==> src/rtl/mips_pkg.sv <==
// Shared MIPS fetch definitions.
// Widths, PC step, reset PC and the fetch FSM state encoding.
package mips_pkg;

  localparam int ADDR_W  = 32;
  localparam int INSTR_W = 32;

  localparam logic [ADDR_W-1:0] PC_STEP          = 32'd4;
  localparam logic [ADDR_W-1:0] RESET_PC_DEFAULT = 32'h0000_0000;

  typedef enum logic [2:0] {
    FS_IDLE,
    FS_REQ,
    FS_RESP,
    FS_DRAIN,
    FS_HOLD
  } fetch_state_e;

  function automatic logic [ADDR_W-1:0] word_align(
    input logic [ADDR_W-1:0] a
  );
    return {a[ADDR_W-1:2], 2'b00};
  endfunction

endpackage

==> src/rtl/fetch_pc_reg.sv <==
// Program counter register.
// Async active-low reset to RESET_PC, load-enabled update.
module fetch_pc_reg
  import mips_pkg::*;
#(
  parameter logic [ADDR_W-1:0] RESET_PC = RESET_PC_DEFAULT
) (
  input  logic              clk,
  input  logic              rst_n,
  input  logic              ld_i,
  input  logic [ADDR_W-1:0] pc_d_i,
  output logic [ADDR_W-1:0] pc_q_o
);

  logic [ADDR_W-1:0] pc_q;

  always_ff @(posedge clk or negedge rst_n) begin
    if (!rst_n) begin
      pc_q <= RESET_PC;
    end else if (ld_i) begin
      pc_q <= pc_d_i;
    end
  end

  assign pc_q_o = pc_q;

endmodule

==> src/rtl/fetch_pc_unit.sv <==
// Instruction fetch: PC, single-outstanding imem reads, output buffer.
// FETCH_ALIGN_CHECK_EN: misaligned redirects latch fetch_misalign and halt.
module fetch_pc_unit
  import mips_pkg::*;
#(
  parameter logic [ADDR_W-1:0] RESET_PC = RESET_PC_DEFAULT
) (
  input  logic               clk,
  input  logic               rst,
  output logic               imem_req,
  output logic [ADDR_W-1:0]  imem_addr,
  input  logic               imem_gnt,
  input  logic               imem_rvalid,
  input  logic [INSTR_W-1:0] imem_rdata,
  output logic               instr_valid,
  input  logic               instr_ready,
  output logic [INSTR_W-1:0] instr,
  output logic [ADDR_W-1:0]  instr_pc,
  input  logic               redirect_valid,
  input  logic [ADDR_W-1:0]  redirect_pc,
  output logic               fetch_misalign
);

`ifdef FETCH_ALIGN_CHECK_EN
  localparam bit ALIGN_CHK = 1'b1;
`else
  localparam bit ALIGN_CHK = 1'b0;
`endif

  fetch_state_e       state_q, state_d;
  logic [ADDR_W-1:0]  pc_q, pc_d;
  logic               pc_ld;
  logic [ADDR_W-1:0]  tgt_q, tgt_d;
  logic [INSTR_W-1:0] instr_q, instr_d;
  logic [ADDR_W-1:0]  ipc_q, ipc_d;
  logic               valid_q, valid_d;
  logic               req_q, req_d;
  logic               mis_q, mis_d;

  logic               redir;
  logic               bad;
  logic [ADDR_W-1:0]  rpc;

  fetch_pc_reg #(
    .RESET_PC (RESET_PC)
  ) u_pc (
    .clk    (clk),
    .rst_n  (rst),
    .ld_i   (pc_ld),
    .pc_d_i (pc_d),
    .pc_q_o (pc_q)
  );

  // Once halted on a misaligned target, further redirects are ignored.
  assign redir = redirect_valid && !mis_q;
  assign bad   = ALIGN_CHK && (redirect_pc[1:0] != 2'b00);
  assign rpc   = word_align(redirect_pc);

  always_comb begin
    state_d = state_q;
    pc_ld   = 1'b0;
    pc_d    = pc_q;
    tgt_d   = tgt_q;
    instr_d = instr_q;
    ipc_d   = ipc_q;
    valid_d = valid_q;
    mis_d   = mis_q;

    if (redir && bad) begin
      mis_d = 1'b1;
      ipc_d = redirect_pc;
    end

    unique case (state_q)
      FS_IDLE: begin
        if (redir) begin
          if (!bad) begin
            state_d = FS_REQ;
            pc_ld   = 1'b1;
            pc_d    = rpc;
          end
        end else if (!mis_q) begin
          state_d = FS_REQ;
          pc_ld   = 1'b1;
          pc_d    = RESET_PC;
        end
      end
      FS_REQ: begin
        if (redir) begin
          if (imem_gnt) begin
            tgt_d   = rpc;
            state_d = FS_DRAIN;
          end else if (bad) begin
            state_d = FS_IDLE;
          end else begin
            pc_ld = 1'b1;
            pc_d  = rpc;
          end
        end else if (imem_gnt) begin
          state_d = FS_RESP;
        end
      end
      FS_RESP: begin
        if (redir) begin
          if (!imem_rvalid) begin
            tgt_d   = rpc;
            state_d = FS_DRAIN;
          end else if (bad) begin
            state_d = FS_IDLE;
          end else begin
            state_d = FS_REQ;
            pc_ld   = 1'b1;
            pc_d    = rpc;
          end
        end else if (imem_rvalid) begin
          instr_d = imem_rdata;
          ipc_d   = pc_q;
          valid_d = 1'b1;
          state_d = FS_HOLD;
        end
      end
      FS_DRAIN: begin
        if (redir) begin
          tgt_d = rpc;
        end
        if (imem_rvalid) begin
          if (mis_d) begin
            state_d = FS_IDLE;
          end else begin
            state_d = FS_REQ;
            pc_ld   = 1'b1;
            pc_d    = tgt_d;
          end
        end
      end
      FS_HOLD: begin
        if (redir) begin
          valid_d = 1'b0;
          if (bad) begin
            state_d = FS_IDLE;
          end else begin
            state_d = FS_REQ;
            pc_ld   = 1'b1;
            pc_d    = rpc;
          end
        end else if (instr_ready) begin
          valid_d = 1'b0;
          state_d = FS_REQ;
          pc_ld   = 1'b1;
          pc_d    = pc_q + PC_STEP;
        end
      end
      default: begin
        state_d = FS_IDLE;
      end
    endcase

    req_d = (state_d == FS_REQ);
  end

  always_ff @(posedge clk or negedge rst) begin
    if (!rst) begin
      state_q <= FS_IDLE;
      tgt_q   <= '0;
      instr_q <= '0;
      ipc_q   <= '0;
      valid_q <= 1'b0;
      req_q   <= 1'b0;
      mis_q   <= 1'b0;
    end else begin
      state_q <= state_d;
      tgt_q   <= tgt_d;
      instr_q <= instr_d;
      ipc_q   <= ipc_d;
      valid_q <= valid_d;
      req_q   <= req_d;
      mis_q   <= mis_d;
    end
  end

  assign imem_req    = req_q;
  assign imem_addr   = word_align(pc_q);
  assign instr_valid = valid_q;
  assign instr       = instr_q;
  assign instr_pc    = ipc_q;

`ifdef FETCH_ALIGN_CHECK_EN
  assign fetch_misalign = mis_q;
`else
  assign fetch_misalign = 1'b0;
`endif

endmodule

==> config.mk <==
export PLATFORM = sky130hd
export DESIGN_NAME = fetch_pc_unit
export DESIGN_NICKNAME = d
export VERILOG_FILES = /design/src/rtl/mips_pkg.sv /design/src/rtl/fetch_pc_reg.sv /design/src/rtl/fetch_pc_unit.sv
export SDC_FILE = /design/constraint.sdc
export NUM_CORES = 1
export LEC_CHECK = 0
export ABC_AREA = 1
export CAP_MARGIN = 10
export CORE_UTILIZATION = 41
export CTS_CLUSTER_DIAMETER = 200
export DETAILED_ROUTE_END_ITERATION = 6
export PLACE_DENSITY = 0.68
export SETUP_SLACK_MARGIN = 0.1
export SLEW_MARGIN = 10
export SYNTH_ARGS = -nofsm -noshare
export SYNTH_HDL_FRONTEND = slang
export SYNTH_SLANG_ARGS = --single-unit
export TNS_END_PERCENT = 1
==> constraint.sdc <==
create_clock -name clk -period 3.4 [get_ports clk]
set_input_delay 0.34 -clock clk [delete_from_list [all_inputs] [get_ports clk]]
set_output_delay 0.34 -clock clk [all_outputs]
set_load 0.005 [all_outputs]
## After elaboration in Yosys (flattened, before gate mapping)

Index checks and enable logic that the tools add are counted.
W data, S select, Z words.

| operators by class | value |
|---|---|
| bitwise gates (word level) | 1 |
| reduce and logical (&&, ||, !) cells | 8 |
| $add $sub $neg | 1 |
| mux-type cells | 37 |
| eq/ne operators | 14 |

Operators by type and width:

| kind | count |
|---|---|
| $mux W32 | 13 |
| $pmux W32 S5 | 1 |
| $pmux W32 S3 | 1 |
| $add A32 B3 Y32 const B | 1 |
| $mux W3 | 8 |
| $ne A2 B2 Y1 const B | 8 |
| $pmux W3 S5 | 1 |
| $mux W1 | 10 |
| $reduce_and A8 Y1 | 1 |
| $eq A3 B1 Y1 const B | 2 |
| $eq A3 B2 Y1 const B | 2 |
| $pmux W1 S5 | 1 |
| $reduce_and A5 Y1 | 1 |
| $reduce_bool A5 Y1 | 1 |
| $reduce_and A4 Y1 | 1 |
| $eq A3 B3 Y1 const B | 1 |
| $logic_not A3 Y1 | 1 |
| $ne A3 B3 Y1 const B | 1 |
| $reduce_and A3 Y1 | 1 |
| $reduce_bool A3 Y1 | 1 |
| $mux W2 | 1 |
| $pmux W1 S2 | 1 |
| $reduce_bool A2 Y1 | 1 |
| $not A1 Y1 | 1 |

| storage, ports and cells | value |
|---|---|
| bits of input ports | 70 |
| flip-flop bits (word level) | 133 |
| output and inout port bits | 99 |
| logic and storage cells | 68 |

## Depth between registers and ports, before layout

| logic depth | value |
|---|---|
| depth after elaboration | 4 |
| gate-level depth with buffers | 13 |
| mapped depth without buffers | 13 |

## Hierarchy

Synthesis repeated with hierarchy kept, for this count alone.

| second synthesis, totals | value |
|---|---|
| cells, all modules | 1084 |
| area total of the unflattened synthesis | 8111.5 um2 |

Modules (own cells, without submodules):

| module | times used | sequential area each (um2) | area an instance (um2) | cells each |
|---|---|---|---|---|
| fetch_pc_unit | 1 | 2527.4 | 6819.0 | 948 |
| fetch_pc_reg | 1 | 800.8 | 1292.5 | 136 |

## Worst setup path before layout

Ideal clock, no wire load.

| timing | value |
|---|---|
| kind | flip-flop to flip-flop |
| from | reg state_q[0] |
| to | reg u_pc.pc_q[20], in the netlist u_pc.pc_q_o[20] |
| buffers on the path | 1 |
| required time | 3.284 ns |
| library setup time | 0.116 ns |
| arrival time | 1.497 ns |
| cell stages (with the launch flop) | 10 |
| period minus slack after synthesis | 1.614 ns |
| path slack | 1.786 ns |
| cells stage by stage | dfrtp_1 > nor2_1 > nand2_1 > nand2_1 > inv_2 > buf_2 > a221oi_1 > nand2_1 > nand2_1 > nand2_1 |

| on the way | value |
|---|---|
| word-level cells in the longest chain between the ends | 3 |
| elaborated cells on any way between the ends | 15 |
| those cells by class | eq/ne (10); mux (2); reduce/logical (3) |

RTL lines:

| what | line | text |
|---|---|---|
| start, declared | fetch_pc_unit.sv:30 | `fetch_state_e state_q, state_d;` |
| start signal, assigned | fetch_pc_unit.sv:171 | `state_q <= state_d;` |
| $eq A3 B3 Y1, or another cell as far along | fetch_pc_unit.sv:74 | `unique case (state_q)` |
| $pmux W1 S5, or another cell as far along | fetch_pc_unit.sv:74 |  |
| $reduce_and A8 Y1 (no line) | n/a |  |
| end signal, assigned | fetch_pc_reg.sv:21 | `pc_q <= pc_d_i;` |
| end, declared | fetch_pc_reg.sv:15 | `logic [ADDR_W-1:0] pc_q;` |

Several ways; a longest one is shown, not always the timed one.
A chain may end at the register's enable or synchronous reset.

## Worst setup path after layout

Ends and elaborated chain as after synthesis.

==> impl_metrics.yaml <==
status:
  status: "finished with violations"
  violations: "negative hold slack"
grt:
  grt_pass1_vias: 5954
  grtUsageTotal_pct: 22.42
  grt_pass1_wl_mm: 31.59
  antenna_found_initial: 0
  grt_max_degree: 88
  overflow: 0
pwr:
  power_density_nw_per_um2: 925.7
  leakage_nw: 4.390
  ir_drop_mv: 0.4197
clocking:
  clock_sinks: 133
  cts_root_buf: "clkbuf_16"
  post_cts_buffers: 0
  clkSlewWorstSetupHoldPaths_ns: 0.06
  cts_tree: "done"
  clock_latency_ns: 0.43
  cts_resized: 0
  holdBufCountCts: 0
  cts_buffers: 17
  clk_path_buf_depth: 2
  htree_num_levels: 4
worst_setup_path:
  worstSetupStartpointType: "register"
  cp-startpoint: "state_q[0]$_DFF_PN0_"
  required_ns: 3.72
  path_common_cell: "nand2_1"
  crit_path_end_kind: "register"
  reg2reg_depth: 8
  slowest_delay_ns: 0.41
  rr_startpoint: "state_q[0]$_DFF_PN0_"
  cp_cell_sequence: "nor2_1, nand2_1, nand2_1, inv_2, a221oi_1, nand2_1, nand2_1, nand2_1"
  path_depth: 8
  slowest_stage: "dfrtp_1"
  cpLargestDelayFamily: "simple AND/OR/NAND/NOR gates"
  crit_fanout: 21
  critPathBufInv: 1
  crit_type: "register to register"
  r2r_setup_slack_ns: 1.23
  cp-endpoint: "u_pc.pc_q_o[20]$_DFFE_PN0P_"
  regToRegEndpoint: "u_pc.pc_q_o[20]$_DFFE_PN0P_"
  cp.arrival_ns: 2.50
sta:
  hold_violations: 4
  setup_tns_ns: 0
  period_minus_slack_ns: 2.174
  timing.fmax_mhz: 459.9
  clock_skew_ns: 0.007336
  setup_viol: 0
  hold_ws_ns: -0.01394
  tightest_slew_ns: 0.8088
  max-slew-margin-rel_pct: 46.08
  period_share_pct: 63.95
  rsz0062_at_grt: "no"
  slew_violations: 0
route:
  routedWlPerCell_um: 15.24
  drc_errors: 0
  antenna_left: 0
  drt-initial-drc-count: 467
  wirelength_mm: 19.83
  vias: 6545
  drtPass1Iterations: 5
  viasPerCell: 5.031
final_layout:
  layoutNonFillerInstCount: 1301
  antenna_cells: 0
  nets: 1134
  nFillCells: 1624
  area_growth_pct: 30.96
  drive_gt1_share_pct: 9.665
logic_synthesis:
  ys_seq_area_share_pct: 45.66
  ys_ff_latch: 133
  ys_async_sr_fraction_pct: 100.0
  synth_edf_count: 0
  syn-cell-area_um2: 7289
  netlist_instances: 939
  avgSynthCellArea_um2: 7.763
  synth_ff_type: "dfrtp_1"
  synth.distinct_cells: 36
  yosysWarnings: 0
placement:
  dp.cells: 1269
  gp_congestion: 0.8756
  port-buffer-count: 163
  post-dp-hpwl_mm: 14.23
die:
  die_h_um: 135.3
  design.core.area_um2: 17360
  start_util_pct: 42.00
  num_rows: 48
  die_area_um2: 18320
  ios: 169
  die_w_um: 135.3
hold_path:
  holdCritPathClass: "input pin to async pin"
flow_run:
  max_cap_viol_count: 0
==> power breakdown <==
group	internal (mW)	switching (mW)	total (mW)
clock	1.26	0.669	1.93
sequential	2.33	0.558	2.89
combinational	1.93	2.09	4.02
total	5.52	3.31	8.84
==> Yosys cell counts, types with 3 or more instances <==
library cell / count / area [um2]
dfrtp_1: 133 / 3328
or2_2: 13 / 81.33
a21oi_1: 40 / 200.2
inv_1: 94 / 352.8
a31oi_1: 8 / 50.05
a22oi_1: 3 / 22.52
o211ai_1: 7 / 52.55
o21ai_1: 3 / 15.01
nand2_1: 287 / 1077
o21ai_0: 99 / 495.5
buf_2: 19 / 95.09
xor2_1: 5 / 43.79
nand3_1: 33 / 165.2
clkbuf_1: 17 / 63.81
buf_4: 33 / 247.7
a221oi_1: 14 / 122.6
o2111ai_1: 3 / 26.28
nor2_1: 63 / 236.5
mux2_2: 39 / 439.2
inv_2: 4 / 15.01
==> kinds of logic after synthesis <==
logic type	Yosys count	synth area share, %
mux	39	6.025
buf+inv	171	10.83
other cells	1	0.05144
flops	133	45.66
xor+xnor	5	0.6007
compound gates	183	14.11
fa+ha+maj	1	0.1716
simple gates	406	22.55
==> worst reg2reg max path: cells and delay by family (launching register included) <==
family / cells / cell delay (ns)
buf+inv: 1 / 0.27
compound gates: 1 / 0.33
flops: 1 / 0.41
simple gates: 6 / 1.05
==> layout by cell type, fill, tap and decap left out, types with 3 or more instances in the layout <==
cell,count
buf_12,3
conb_1,3
bufinv_16,4
buf_4,8
dfrtp_1,133
nand2_1,287
o21ai_1,3
inv_1,94
clkbuf_16,17
clkinv_2,5
a21oi_1,40
clkbuf_1,3
inv_2,4
nand3_1,32
o211ai_1,7
a31oi_1,8
clkdlybuf4s50_1,162
a22oi_1,3
xor2_1,5
a221oi_1,14
o2111ai_1,3
mux2_2,39
or2_2,13
o21ai_0,99
nor2_1,63
==> worst min-delay path by stage <==
stage	start	endpoint	slack, ns
2_1_floorplan	rst	imem_req$_DFF_PN0_	0.04
3_3_place_gp	rst	instr[11]$_DFFE_PN0P_	0.47
3_5_place_dp	rst	instr[11]$_DFFE_PN0P_	0.47
4_1_cts	rst	instr[11]$_DFFE_PN0P_	0.03
5_1_grt	rst	instr_pc[26]$_DFFE_PN0P_	0.06
6_report	rst	instr[11]$_DFFE_PN0P_	-0.01
==> layout make-up <==
class / instances / area, um2 / share of cell area, %
Sequential cell: 133 / 3328 / 34.86
Multi-Input combinational cell: 637 / 3192 / 33.43
Timing Repair Buffer: 174 / 1753 / 18.36
Clock buffer: 22 / 464.2 / 4.862
Inverter: 100 / 375.4 / 3.932
Tap cell: 225 / 281.5 / 2.949
Clock inverter: 10 / 152.6 / 1.599
==> sequential cells by signal, indices dropped and copies added (netlist names) <==
| register | flops |
|---|---|
| state_q | 3 |
| instr_pc | 32 |
| instr | 32 |
| imem_req | 1 |
| instr_valid | 1 |
| u_pc.pc_q_o | 32 |
| tgt_q | 32 |
==> through the flow <==
step | util, % | setup WS, ns | power [mW] | area [um2]
after detailed placement | 51.45 | 0.9751 | 6.912 | 8930
after global routing | 55.00 | 1.078 | 9.504 | 9547
after CTS | 55.00 | 1.281 | 8.885 | 9547
after global placement | 51.45 | 0.9911 | 6.819 | 8930
after floorplan | - | 1.786 | 5.193 | 7297
final | 55.00 | 1.226 | 8.837 | 9547
==> metal layers <==
metal / GRT usage [%] / part of all wire, % / vias up / routed length (um)
li1: - / - / 3254 / -
met1: 31.45 / 46 / 3023 / 9208
met2: 34.27 / 45 / 245 / 8826
met3: 4.789 / 7.4 / 23 / 1462
met4: 7.428 / 1.7 / 0 / 329
met5: 0 / 0 / - / 0
Note: power is estimated with default switching activity, not from simulation.
